**config.mk**
```make
export PLATFORM = sky130hd
export DESIGN_NAME = mem_stage_flat
export DESIGN_NICKNAME = d
export VERILOG_FILES = /design/src/rtl/mem_stage_if.sv /design/src/rtl/mem_stage.sv /design/src/flat_wrapper.sv
export SDC_FILE = /design/constraint.sdc
export NUM_CORES = 1
export LEC_CHECK = 0
export ABC_CLOCK_PERIOD_IN_PS = 10000
export BUFFER_PORTS_ARGS = -buffer_cell sky130_fd_sc_hd__buf_2
export CORE_MARGIN = 4
export CORE_UTILIZATION = 48
export DETAILED_ROUTE_END_ITERATION = 12
export MAX_ROUTING_LAYER = met4
export PLACE_DENSITY_LB_ADDON = 0.05
export SLEW_MARGIN = 10
export SYNTH_ARGS = -nofsm -noshare
export SYNTH_HDL_FRONTEND = slang
export SYNTH_SLANG_ARGS = --single-unit
```
**constraint.sdc**
```tcl
create_clock -name clk -period 10 [get_ports clk]
set_input_delay 0.5 -clock clk [delete_from_list [all_inputs] [get_ports clk]]
set_output_delay 0.5 -clock clk [all_outputs]
set_load 0.005 [all_outputs]
```
**src/rtl/mem_stage_if.sv**
```systemverilog
`default_nettype none
// ============================================================================
//  Module      : mem_stage_if
//  Description : Bundle of the ES -> MS -> WS handshake, data-SRAM response
//                and DS forwarding signals around the memory-access stage.
//                The master modport is the memory stage itself; the slave
//                modport is the surrounding pipeline / SRAM environment.
//  Revision    : 1.0 - initial release
// ============================================================================
interface mem_stage_if;
   // ES -> MS
   logic        ms_allowin;
   logic        es_to_ms_valid;
   logic [31:0] es_pc;
   logic [4:0]  es_dest;
   logic        es_gr_we;
   logic        es_mem_req;
   logic        es_res_from_mem;
   logic [2:0]  es_load_op;
   logic [31:0] es_alu_result;
   logic        es_excp;
   logic [15:0] es_excp_num;
   // data SRAM response
   logic        data_sram_data_ok;
   logic [31:0] data_sram_rdata;
   // WS control
   logic        ws_allowin;
   logic        wb_flush;
   // MS -> WS / DS / ES
   logic        ms_to_ws_valid;
   logic [31:0] ms_pc;
   logic [4:0]  ms_dest;
   logic        ms_gr_we;
   logic [31:0] ms_final_result;
   logic        ms_excp;
   logic [15:0] ms_excp_num;
   logic [31:0] ms_err_addr;
   logic [39:0] ms_forward;
   logic        ms_ex;

   modport master (
      output ms_allowin,
      input  es_to_ms_valid, es_pc, es_dest, es_gr_we, es_mem_req,
             es_res_from_mem, es_load_op, es_alu_result, es_excp, es_excp_num,
      input  data_sram_data_ok, data_sram_rdata,
      input  ws_allowin, wb_flush,
      output ms_to_ws_valid, ms_pc, ms_dest, ms_gr_we, ms_final_result,
             ms_excp, ms_excp_num, ms_err_addr, ms_forward, ms_ex
   );

   modport slave (
      input  ms_allowin,
      output es_to_ms_valid, es_pc, es_dest, es_gr_we, es_mem_req,
             es_res_from_mem, es_load_op, es_alu_result, es_excp, es_excp_num,
      output data_sram_data_ok, data_sram_rdata,
      output ws_allowin, wb_flush,
      input  ms_to_ws_valid, ms_pc, ms_dest, ms_gr_we, ms_final_result,
             ms_excp, ms_excp_num, ms_err_addr, ms_forward, ms_ex
   );
endinterface
`default_nettype wire

```
**src/rtl/mem_stage.sv**
```systemverilog
`default_nettype none
// ============================================================================
//  Module      : mem_stage
//  Description : Memory-access pipeline stage. Holds one instruction from ES,
//                waits for its data-SRAM response, extracts/extends load data
//                and hands one result per instruction to WS. Responses that
//                belong to flushed instructions are counted and discarded.
//  Revision    : 1.0 - initial release
// ============================================================================
module mem_stage #(
   parameter int MAX_OUTSTANDING = 2
) (
   input  logic        clk,
   input  logic        reset,
   mem_stage_if.master bus
);

   localparam int CW = $clog2(MAX_OUTSTANDING + 1);

   typedef enum logic [1:0] {
      S_IDLE = 2'd0,
      S_WAIT = 2'd1,
      S_HOLD = 2'd2
   } state_t;

   state_t      r_state, w_state_next;
   logic        r_valid, w_valid_next;
   logic [CW-1:0] r_discard_cnt, w_discard_next;

   // payload (not reset; every output is qualified by r_valid)
   logic [31:0] r_pc;
   logic [4:0]  r_dest;
   logic        r_gr_we;
   logic        r_res_from_mem;
   logic [2:0]  r_load_op;
   logic [31:0] r_alu_result;
   logic        r_excp;
   logic [15:0] r_excp_num;
   logic [31:0] r_rdata_buf;

   logic        w_ok_used;
   logic        w_ok_drop;
   logic        w_ready_go;
   logic        w_allowin;
   logic        w_accept;
   logic        w_leave;
   logic        w_flush_lost;
   logic [31:0] w_load_src;
   logic [7:0]  w_byte;
   logic [15:0] w_half;
   logic [31:0] w_load_data;
   logic [31:0] w_final_result;
   logic        w_data_pending;

   // A response is ours only when no stale response is still owed.
   assign w_ok_used  = bus.data_sram_data_ok & (r_discard_cnt == '0);
   assign w_ok_drop  = bus.data_sram_data_ok & (r_discard_cnt != '0);
   assign w_ready_go = r_excp | (r_state == S_HOLD) | ((r_state == S_WAIT) & w_ok_used);
   assign w_allowin  = ~r_valid | (w_ready_go & bus.ws_allowin);
   assign w_accept   = bus.es_to_ms_valid & w_allowin & ~bus.wb_flush;
   assign w_leave    = r_valid & w_ready_go & bus.ws_allowin;
   // The flushed instruction's response is still on its way and must be eaten.
   assign w_flush_lost = bus.wb_flush & r_valid & (r_state == S_WAIT) & ~w_ok_used;

   // State register, valid flag and discard counter
   always_ff @(posedge clk or posedge reset) begin
      if (reset) begin
         r_state       <= S_IDLE;
         r_valid       <= 1'b0;
         r_discard_cnt <= '0;
      end else begin
         r_state       <= w_state_next;
         r_valid       <= w_valid_next;
         r_discard_cnt <= w_discard_next;
      end
   end

   // Next-state: flush wins, then accept (also covers accept-while-leaving)
   always_comb begin
      w_state_next = r_state;
      w_valid_next = r_valid;
      if (bus.wb_flush) begin
         w_valid_next = 1'b0;
         w_state_next = S_IDLE;
      end else if (w_accept) begin
         w_valid_next = 1'b1;
         w_state_next = (bus.es_mem_req & ~bus.es_excp) ? S_WAIT : S_HOLD;
      end else if (w_leave) begin
         w_valid_next = 1'b0;
         w_state_next = S_IDLE;
      end else if (r_valid && (r_state == S_WAIT) && w_ok_used) begin
         w_state_next = S_HOLD;
      end
   end

   // Discard counter: consume one stale response, add one per lost request, saturate
   always_comb begin
      w_discard_next = r_discard_cnt;
      if (w_ok_drop) begin
         w_discard_next = r_discard_cnt - CW'(1);
      end
      if (w_flush_lost && (w_discard_next != CW'(MAX_OUTSTANDING))) begin
         w_discard_next = w_discard_next + CW'(1);
      end
   end

   // Payload capture on accept, and read-data capture when WS stalls a response
   always_ff @(posedge clk) begin
      if (w_accept) begin
         r_pc           <= bus.es_pc;
         r_dest         <= bus.es_dest;
         r_gr_we        <= bus.es_gr_we;
         r_res_from_mem <= bus.es_res_from_mem;
         r_load_op      <= bus.es_load_op;
         r_alu_result   <= bus.es_alu_result;
         r_excp         <= bus.es_excp;
         r_excp_num     <= bus.es_excp_num;
      end
      if ((r_state == S_WAIT) && w_ok_used) begin
         r_rdata_buf <= bus.data_sram_rdata;
      end
   end

   // Load data extraction: byte by addr[1:0], halfword by addr[1]
   always_comb begin
      w_load_src = (r_state == S_HOLD) ? r_rdata_buf : bus.data_sram_rdata;
      case (r_alu_result[1:0])
         2'd0:    w_byte = w_load_src[7:0];
         2'd1:    w_byte = w_load_src[15:8];
         2'd2:    w_byte = w_load_src[23:16];
         default: w_byte = w_load_src[31:24];
      endcase
      w_half = r_alu_result[1] ? w_load_src[31:16] : w_load_src[15:0];
      case (r_load_op)
         3'd1:    w_load_data = {{24{w_byte[7]}}, w_byte};
         3'd2:    w_load_data = {{16{w_half[15]}}, w_half};
         3'd3:    w_load_data = {24'h0, w_byte};
         3'd4:    w_load_data = {16'h0, w_half};
         default: w_load_data = w_load_src;
      endcase
      // Excepting loads never received data, so they report the address.
      w_final_result = (r_res_from_mem & ~r_excp) ? w_load_data : r_alu_result;
   end

   assign w_data_pending = r_valid & r_res_from_mem & (r_state == S_WAIT);

   assign bus.ms_allowin      = w_allowin;
   assign bus.ms_to_ws_valid  = r_valid & w_ready_go & ~bus.wb_flush;
   assign bus.ms_pc           = r_valid ? r_pc : 32'h0;
   assign bus.ms_dest         = r_valid ? r_dest : 5'h0;
   assign bus.ms_gr_we        = r_valid & r_gr_we;
   assign bus.ms_final_result = r_valid ? w_final_result : 32'h0;
   assign bus.ms_excp         = r_valid & r_excp;
   assign bus.ms_excp_num     = r_valid ? r_excp_num : 16'h0;
   assign bus.ms_err_addr     = r_valid ? r_alu_result : 32'h0;
   assign bus.ms_ex           = r_valid & r_excp;
   assign bus.ms_forward      = {r_valid, r_valid & r_gr_we, (r_valid ? r_dest : 5'h0),
                                 w_data_pending, (r_valid ? w_final_result : 32'h0)};

endmodule
`default_nettype wire

```
**src/flat_wrapper.sv**
```systemverilog
// flat-port wrapper written by rule: the top's interface ports become plain ports
module mem_stage_flat 
#(
   parameter int MAX_OUTSTANDING = 2
)
  (clk, reset, bus_ms_allowin, bus_es_to_ms_valid, bus_es_pc, bus_es_dest, bus_es_gr_we, bus_es_mem_req, bus_es_res_from_mem, bus_es_load_op, bus_es_alu_result, bus_es_excp, bus_es_excp_num, bus_data_sram_data_ok, bus_data_sram_rdata, bus_ws_allowin, bus_wb_flush, bus_ms_to_ws_valid, bus_ms_pc, bus_ms_dest, bus_ms_gr_we, bus_ms_final_result, bus_ms_excp, bus_ms_excp_num, bus_ms_err_addr, bus_ms_forward, bus_ms_ex);
  mem_stage_if bus_i ();
  input  logic clk;
  input  logic reset;
  output wire logic [$bits(bus_i.ms_allowin)-1:0] bus_ms_allowin;
  input wire logic [$bits(bus_i.es_to_ms_valid)-1:0] bus_es_to_ms_valid;
  input wire logic [$bits(bus_i.es_pc)-1:0] bus_es_pc;
  input wire logic [$bits(bus_i.es_dest)-1:0] bus_es_dest;
  input wire logic [$bits(bus_i.es_gr_we)-1:0] bus_es_gr_we;
  input wire logic [$bits(bus_i.es_mem_req)-1:0] bus_es_mem_req;
  input wire logic [$bits(bus_i.es_res_from_mem)-1:0] bus_es_res_from_mem;
  input wire logic [$bits(bus_i.es_load_op)-1:0] bus_es_load_op;
  input wire logic [$bits(bus_i.es_alu_result)-1:0] bus_es_alu_result;
  input wire logic [$bits(bus_i.es_excp)-1:0] bus_es_excp;
  input wire logic [$bits(bus_i.es_excp_num)-1:0] bus_es_excp_num;
  input wire logic [$bits(bus_i.data_sram_data_ok)-1:0] bus_data_sram_data_ok;
  input wire logic [$bits(bus_i.data_sram_rdata)-1:0] bus_data_sram_rdata;
  input wire logic [$bits(bus_i.ws_allowin)-1:0] bus_ws_allowin;
  input wire logic [$bits(bus_i.wb_flush)-1:0] bus_wb_flush;
  output wire logic [$bits(bus_i.ms_to_ws_valid)-1:0] bus_ms_to_ws_valid;
  output wire logic [$bits(bus_i.ms_pc)-1:0] bus_ms_pc;
  output wire logic [$bits(bus_i.ms_dest)-1:0] bus_ms_dest;
  output wire logic [$bits(bus_i.ms_gr_we)-1:0] bus_ms_gr_we;
  output wire logic [$bits(bus_i.ms_final_result)-1:0] bus_ms_final_result;
  output wire logic [$bits(bus_i.ms_excp)-1:0] bus_ms_excp;
  output wire logic [$bits(bus_i.ms_excp_num)-1:0] bus_ms_excp_num;
  output wire logic [$bits(bus_i.ms_err_addr)-1:0] bus_ms_err_addr;
  output wire logic [$bits(bus_i.ms_forward)-1:0] bus_ms_forward;
  output wire logic [$bits(bus_i.ms_ex)-1:0] bus_ms_ex;
  assign bus_ms_allowin = bus_i.ms_allowin;
  assign bus_i.es_to_ms_valid = bus_es_to_ms_valid;
  assign bus_i.es_pc = bus_es_pc;
  assign bus_i.es_dest = bus_es_dest;
  assign bus_i.es_gr_we = bus_es_gr_we;
  assign bus_i.es_mem_req = bus_es_mem_req;
  assign bus_i.es_res_from_mem = bus_es_res_from_mem;
  assign bus_i.es_load_op = bus_es_load_op;
  assign bus_i.es_alu_result = bus_es_alu_result;
  assign bus_i.es_excp = bus_es_excp;
  assign bus_i.es_excp_num = bus_es_excp_num;
  assign bus_i.data_sram_data_ok = bus_data_sram_data_ok;
  assign bus_i.data_sram_rdata = bus_data_sram_rdata;
  assign bus_i.ws_allowin = bus_ws_allowin;
  assign bus_i.wb_flush = bus_wb_flush;
  assign bus_ms_to_ws_valid = bus_i.ms_to_ws_valid;
  assign bus_ms_pc = bus_i.ms_pc;
  assign bus_ms_dest = bus_i.ms_dest;
  assign bus_ms_gr_we = bus_i.ms_gr_we;
  assign bus_ms_final_result = bus_i.ms_final_result;
  assign bus_ms_excp = bus_i.ms_excp;
  assign bus_ms_excp_num = bus_i.ms_excp_num;
  assign bus_ms_err_addr = bus_i.ms_err_addr;
  assign bus_ms_forward = bus_i.ms_forward;
  assign bus_ms_ex = bus_i.ms_ex;
  mem_stage #(.MAX_OUTSTANDING(MAX_OUTSTANDING)) u_core (.clk(clk), .reset(reset), .bus(bus_i));
endmodule
```
==> impl_results.md, run 1 <==
* I/O pin cnt at 292
* Starting density of the core at 0.4928
* Die Ht at 124.8 µm
* CP required at 9.50 ns
* Post CTS Setup Buffer Count at 0
* Worst path arrival time at around 3.4 ns
* Highest-count cells in the layout ignoring fill and taps: buf_2, edfxtp_1, and2_1, nand2_1, a21oi_1
* DR vias at 4999
* IO buf count at 291
* Final min period at 3.852 ns
* Initial antenna violation count at 2
* Buf+Inv Stages, Crit Path at 1
* Clock Latency Late Sink at 0.42 ns
* First-pass GRT wire length at 29300 µm
* Via/cell ratio at 5.170
* Multi-input gate area in the final layout at 2221 µm²
* Avg Inst Size Synth at 12.29 µm²
* Fin crit share at 0.3852
* H-tree Lvls at 4
* Worst slew pin tran at 1.021 ns
* Final setup fails at 0
* P per Cell Area at roughly 170 nW/µm²
* Total power at between 0.001 and 0.0015 W
* Syn nets at 665
* Primary FF master, synth: edfxtp_1
* Die area at ~16000 µm²
* Final Hold Viols at 0
* Hold WC Path Type: primary input to register
* Share of cells above drive strength 1 at 0.4474
* Final wirelength at 19490 µm
* Overall die width at 124.8 µm
* Gr usage total at 0.2519
* Worst setup SP type: register
* Maximum fanout along the worst path at 39
* Status: complete, no violations
* Post-DP HPWL at 14840 µm
* Fmax achieved at around 260 MHz
* Area leader, netlist: edfxtp_1
* Slowest cell on crit path: o211ai_4
* Register Area at 3820 µm²
* Register clock-pin slew on the reported worst setup and hold paths at 0.06 ns
* CTS sink cnt at 128
* Crit Path Category: register to output port
* Max Clock Skew at 0.007068 ns
* Slowest stage delay, CP at approximately 0.76 ns
* Post-synth EDFFs at 123
* Root Buffer: clkbuf_16
* Post-CTS sizing at 0
* # Max-Cap Violations at 0
* Most common cell after layout, fill and taps aside: buf_2
* GR Overflow Total at 0
* Yosys reg bits at between 100 and 150
* Crit path max-delay family: compound AO/OA/AOI/OAI gates
* Gpl congestion at approximately 0.9
* Worst slew margin at 0.3192
* Num CTS Buffers at 17
* Drt pass-1 iters at 5
* Layout fillers at between 1k and 1.5k
* Setup_tns at 0 ns
* Area added between synthesis and finish at 27.50%
* Core ar. at 13300 µm²
* TritonCTS clock tree: built
* Crit end category: output port
* Synth async-reset ratio at 0.03906
* Largest cells by area after synthesis: edfxtp_1, and2_1, buf_4, nand2_1, mux2i_1
* Setup repair after global routing missed its margin: no
* Final ANT Viol Nets at 0
* DR iter-0 viols at 423
* Largest net degree at the start of global routing at 81
* Slew Limit Fails at 0
* WL/cell at between 20 and 25 µm
* Leakage at between 3 and 4 nW
* Yosys top cell area share at 0.5638
* Synth Instances at 533
* Distinct cells, synth at 54
* Peak VDD IR at 0.1224 mV
* Final net count at 910
* Clock buffer depth at 2
* Synth Warn # at 0
* Seq/Total Area, Yosys at 0.5829
* Syn Std Cell Area at between 6000 and 7000 µm²
* Crit path cell chain: nand2b_4, mux2i_1, o22ai_2, o211ai_4, a21oi_1, buf_2
* Drc violations at 0
* Vias in the first global route at 5215
* Rows at 42
sequential cells by signal (all words and copies together) (netlist names):
register	count
u_core.r_state	2
u_core.r_valid	1
u_core.r_dest	5
u_core.r_load_op	3
u_core.r_excp	1
u_core.r_discard_cnt	2
u_core.r_pc	32
u_core.r_res_from_mem	1
u_core.r_rdata_buf	32
u_core.r_alu_result	32
u_core.r_gr_we	1
u_core.r_excp_num	16
path summary, 6_finish.rpt:
check	startpoint	to	slack, ns	cells after the start
max	u_core.r_state[0]$_DFFE_PP0P_	bus_ms_final_result[13]	6.15	6
min	bus_es_excp_num[6]	u_core.r_excp_num[6]$_DFFE_PP_	0.25	1
max reg2reg	u_core.r_discard_cnt[0]$_DFF_PP0_	u_core.r_excp_num[12]$_DFFE_PP_	6.36	8
min reg2reg	u_core.r_discard_cnt[1]$_DFF_PP0_	u_core.r_discard_cnt[1]$_DFF_PP0_	0.68	4
max in group asynchronous	reset	u_core.r_valid$_DFFE_PP0P_	9.27	3
min in group asynchronous	reset	u_core.r_state[0]$_DFFE_PP0P_	0.54	3
final cells by class:
type	instances	share of cell area
Clock buffer	21	0.05273
Antenna cell	2	0.0005992
Tap cell	176	0.02636
Sequential cell	128	0.4573
Clock inverter	9	0.01123
Timing Repair Buffer	299	0.1818
Multi-Input combinational cell	323	0.2659
Inverter	9	0.004044
synthesized netlist by cell type (3+ instances only):
cell / number
dfrtp_1: 5
o221ai_1: 4
xnor2_1: 3
nand2_1: 65
buf_2: 4
and3_1: 7
nor3_1: 3
nor2b_1: 4
nor2_1: 7
and2_1: 88
a21o_1: 10
o211ai_1: 3
edfxtp_1: 123
nand2b_1: 4
mux2i_1: 16
o21ai_0: 15
a221oi_1: 6
o211ai_2: 8
clkbuf_1: 22
buf_6: 4
buf_4: 42
a21oi_1: 28
inv_1: 8
o221a_1: 6
mux4_2: 6
o21ai_1: 7
logic make-up after synthesis:
logic type | synth area share
simple gates | 0.1579
flops | 0.5829
compound gates | 0.1173
buf+inv | 0.07888
mux | 0.05252
xor+xnor | 0.006686
fa+ha+maj | 0.003819
what timing repair did:
action	in CTS	in global routing
hold buffers	1	0
setup endpoints to repair	0	0
endpoints found under the hold margin	5	0
routing by layer:
layer  track usage  routed length, µm  vias up
met5             -                  0        -
met4       0.07398                303        0
met3       0.07461               1608       23
met2        0.4109               9641      228
met1        0.3058               7940     2379
li1              -                  -     2369
stage by stage:
| step | setup slack (ns) | instance area, µm² | cells | util | hold slack (ns) |
|---|---|---|---|---|---|
| 2_1_floorplan | 1.236 | 6551 | 533 | - | 0.2785 |
| 3_3_place_gp | 6.457 | 7804 | 934 | 0.5870 | 0.4072 |
| 3_5_place_dp | 6.375 | 7804 | 934 | 0.5870 | 0.4102 |
| 4_1_cts | 6.095 | 8348 | 965 | 0.6279 | 0.2396 |
| 5_1_grt | 5.849 | 8353 | 967 | 0.6283 | 0.2388 |
| 6_report | 6.148 | 8353 | 967 | 0.6283 | 0.2524 |
report_power, final:
group / switching, W / total (W) / leakage [nW] / internal (W)
sequential: 0.0000125 / 0.000629 / 1.20 / 0.000616
combinational: 0.000112 / 0.000202 / 2.36 / 0.0000894
clock: 0.000215 / 0.000574 / 0.259 / 0.000359
Power figures use the tool's default switching activity.
==> inputs of run 2 (changes only) <==
Settings changed: ABC_AREA from default to 1, ABC_CLOCK_PERIOD_IN_PS 10000 to 3600.
Clock period 10 ns to 3.6 ns, I/O delays scaled along.
==> run 2 against run 1 <==
Non-clock buffer count increased by 124. Synthesized cell count increased by 33%. First-iteration DRC count increased by 3.5%. Cell count increased by 31%. Worst hold slack got worse by 0.18 ns. Clock power increased to 2.9 times the previous value. Combinational power increased to 3.4 times the previous value. Sequential share of layout area decreased by 6.1 points. Register-to-register slack got worse by 5.2 ns.
==> impl_results.md, run 2 <==
* Synth async-reset ratio at 0.03906
* Hold WS at a little under 0.08 ns
* Largest cells by area after synthesis: edfxtp_1, nand2_1, inv_1, buf_4, o21ai_0
* TritonCTS clock tree: built
* Simple-gate share of the synthesized area at 0.1980
* Register Area at 3822 µm²
* Core ar. at 13240 µm²
* Grt met3 use at 0.06861
* Worst path arrival time at 2.76 ns
* Final std cells w/o fill at 1267
* WL/cell at 16.74 µm
* Gr usage total at 0.2799
* Peak VDD IR at 0.3377 mV
* Die Ht at 124.5 µm
* Syn nets at 840
* First-pass GRT wire length at 33260 µm
* Number of stages on the worst setup path at 11
* Slew Limit Fails at 0
* Post-synth EDFFs at around 120
* Most common cell in the synthesized netlist: nand2_1
* Most common cell on crit path: nand2_1
* Num CTS Buffers at 17
* Largest regs: u_core.r_alu_result: 32 flops, u_core.r_pc: 32 flops, u_core.r_rdata_buf: 32 flops
* Register clock-pin slew on the reported worst setup and hold paths at 0.05 ns
* Worst slew pin tran at 0.8654 ns
* Setup_tns at 0 ns
* Starting density of the core at 0.4920
* Vias in the first global route at 6500
* Final wirelength at 21210 µm
* Gpl congestion at 0.8504
* Seq/Total Area, Yosys at 0.5861
* Crit end category: output port
* Layout fillers at 1016
* Largest family of logic cells by synthesized area: simple AND/OR/NAND/NOR gates
* Adder-Cell Fraction of Synth Area at 0.003841
* Drc violations at 0
* DR iter-0 viols at 438
* Core Util, Final at 0.7275
* Crit path max-delay family: simple AND/OR/NAND/NOR gates
* Worst hold stages at 3
* Avg Inst Size Synth at 9.202 µm²
* Leakage at 5.030 nW
* Post CTS Setup Buffer Count at 0
* Final net count at 1209
* Final Hold Viols at 0
* Worst setup SP type: register
* Clock buffer depth at 2
* Xor/xnor cell area share of the yosys netlist at 0.002689
* Drt pass-1 iters at 5
* Syn Std Cell Area at ~6500 µm²
* Post-synthesis compound-gate area fraction at 0.07029
* Final ANT Viol Nets at 0
* Share of cells above drive strength 1 at 0.3165
* Overall die width at between 100 and 150 µm
* Slowest cell on crit path: nand2_2
* Maximum fanout along the worst path at 39
* Area added between synthesis and finish at 47.88%
* Slowest stage delay, CP at 0.50 ns
* Post-synthesis mux area share at 0
* Max Clock Skew at 0.01349 ns
* Highest-count cells in the layout ignoring fill and taps: buf_2, nand2_1, dlygate4sd3_1, edfxtp_1, inv_1
* Fmax achieved at 340.5 MHz
* Post-DP HPWL at 13960 µm
* Routing usage on met2 at 0.4838
* IO buf count at 291
* Dpl cells at 1108
* GR Overflow Total at 0
* Hold WC Path Type: primary input to register
* Status: complete, no violations
* Largest net degree at the start of global routing at 83
* Distinct cells, synth at 27
* Worst slew margin at 0.4217
* Most common cell after layout, fill and taps aside: buf_2
* Area leader, netlist: edfxtp_1
* Primary FF master, synth: edfxtp_1
* Most frequent cells after synthesis: nand2_1, edfxtp_1, inv_1
* Rows at 42
* Fin crit share at 0.8158
* P per Cell Area at 424.7 nW/µm²
* Initial antenna violation count at 1
* Total power at 0.004091 W
* DR vias at about 6.2k
* CP required at 3.42 ns
* Met1 usage at 0.3123
* Crit path cell chain: inv_2, nand2_2, nand2_1, nand3_1, nand2_1, nand3_2, nand3_4, nand2_4, nand4_1, o21ai_1, buf_2
* Via/cell ratio at 4.925
* Final min period at slightly below 3 ns
* Crit Path Category: register to output port
* Yosys reg bits at 128
* # Max-Cap Violations at 0
* CTS sink cnt at 128
* R2r worst-path depth at 9
* I/O pin cnt at ~300
* Synth Warn # at 0
* Yosys top cell area share at 0.5669
* Final setup fails at 0
* Synth Instances at 708
* Setup repair after global routing missed its margin: no
* H-tree Lvls at 4
* Root Buffer: clkbuf_16
* Multi-input gate area in the final layout at around 1800 µm²
* Clock Latency Late Sink at 0.43 ns
* Buf+Inv Stages, Crit Path at 2
* Die area at approximately 16000 µm²
* Busiest grt layer: met2
run 2: cell type report:
| class | instances | area share |
|---|---|---|
| flip-flops and latches | 128 | 0.3968 |
| repair buffers | 423 | 0.2894 |
| multi-input cells | 391 | 0.1874 |
| inverters | 116 | 0.04519 |
| clock buffers | 17 | 0.04416 |
| well taps | 176 | 0.02286 |
| clock inverters | 15 | 0.01403 |
| diodes | 1 | 0.0002597 |
run 2: worst paths after layout:
check / start / to / slack (ns)
setup / recovery: u_core.r_state[0]$_DFFE_PP0P_ / bus_ms_final_result[26] / 0.66
hold / removal: bus_es_mem_req / u_core.r_state[0]$_DFFE_PP0P_ / 0.08
setup reg to reg: u_core.r_state[1]$_DFFE_PP0P_ / u_core.r_alu_result[14]$_DFFE_PP_ / 1.18
hold reg to reg: u_core.r_state[1]$_DFFE_PP0P_ / u_core.r_state[1]$_DFFE_PP0P_ / 0.62
max in group asynchronous: reset / u_core.r_valid$_DFFE_PP0P_ / 3.19
min in group asynchronous: reset / u_core.r_state[1]$_DFFE_PP0P_ / 0.20
run 2: what timing repair did:
item,CTS,global route
hold endpoints to repair,129,0
resized for setup,0,0
setup endpoints to repair,0,0
hold buffers,126,0
run 2: where the power goes:
group          switching [W]  internal, W
Clock               0.000695     0.000954
Sequential         0.0000435      0.00171
Combinational       0.000377     0.000314
Total                0.00111      0.00298
run 2: stage by stage:
step	setup slack, ns	cell area, µm²
2_1_floorplan	0.6540	6523
3_3_place_gp	1.214	7810
3_5_place_dp	1.113	7810
4_1_cts	0.6497	9632
5_1_grt	0.4910	9634
6_report	0.6632	9634
run 2: cell families (layout without fill, tap and decap cells):
group / count (synthesis) / count (layout)
AOI/OAI and AO/OA: 88 / 88
xor gates and xnor gates: 2 / 2
adders and majority gates: 2 / 2
buffers and inverters: 189 / 571
DFF: 128 / 128
other: 0 / 1
and+or+nand+nor: 299 / 299
run 2: worst min-delay path: cells and delay by family:
family | cells | cell delay, ns
AND/OR/NAND/NOR | 1 | 0.10
AO/OA/AOI/OAI | 1 | 0.09
buffers and inverters | 1 | 0.08
run 2: per-layer routing:
layer  wire [µm]  up-vias
met4         670        0
met5           0        -
met3        1310       47
met2       10990      255
met1        8239     2937
li1            -     3001
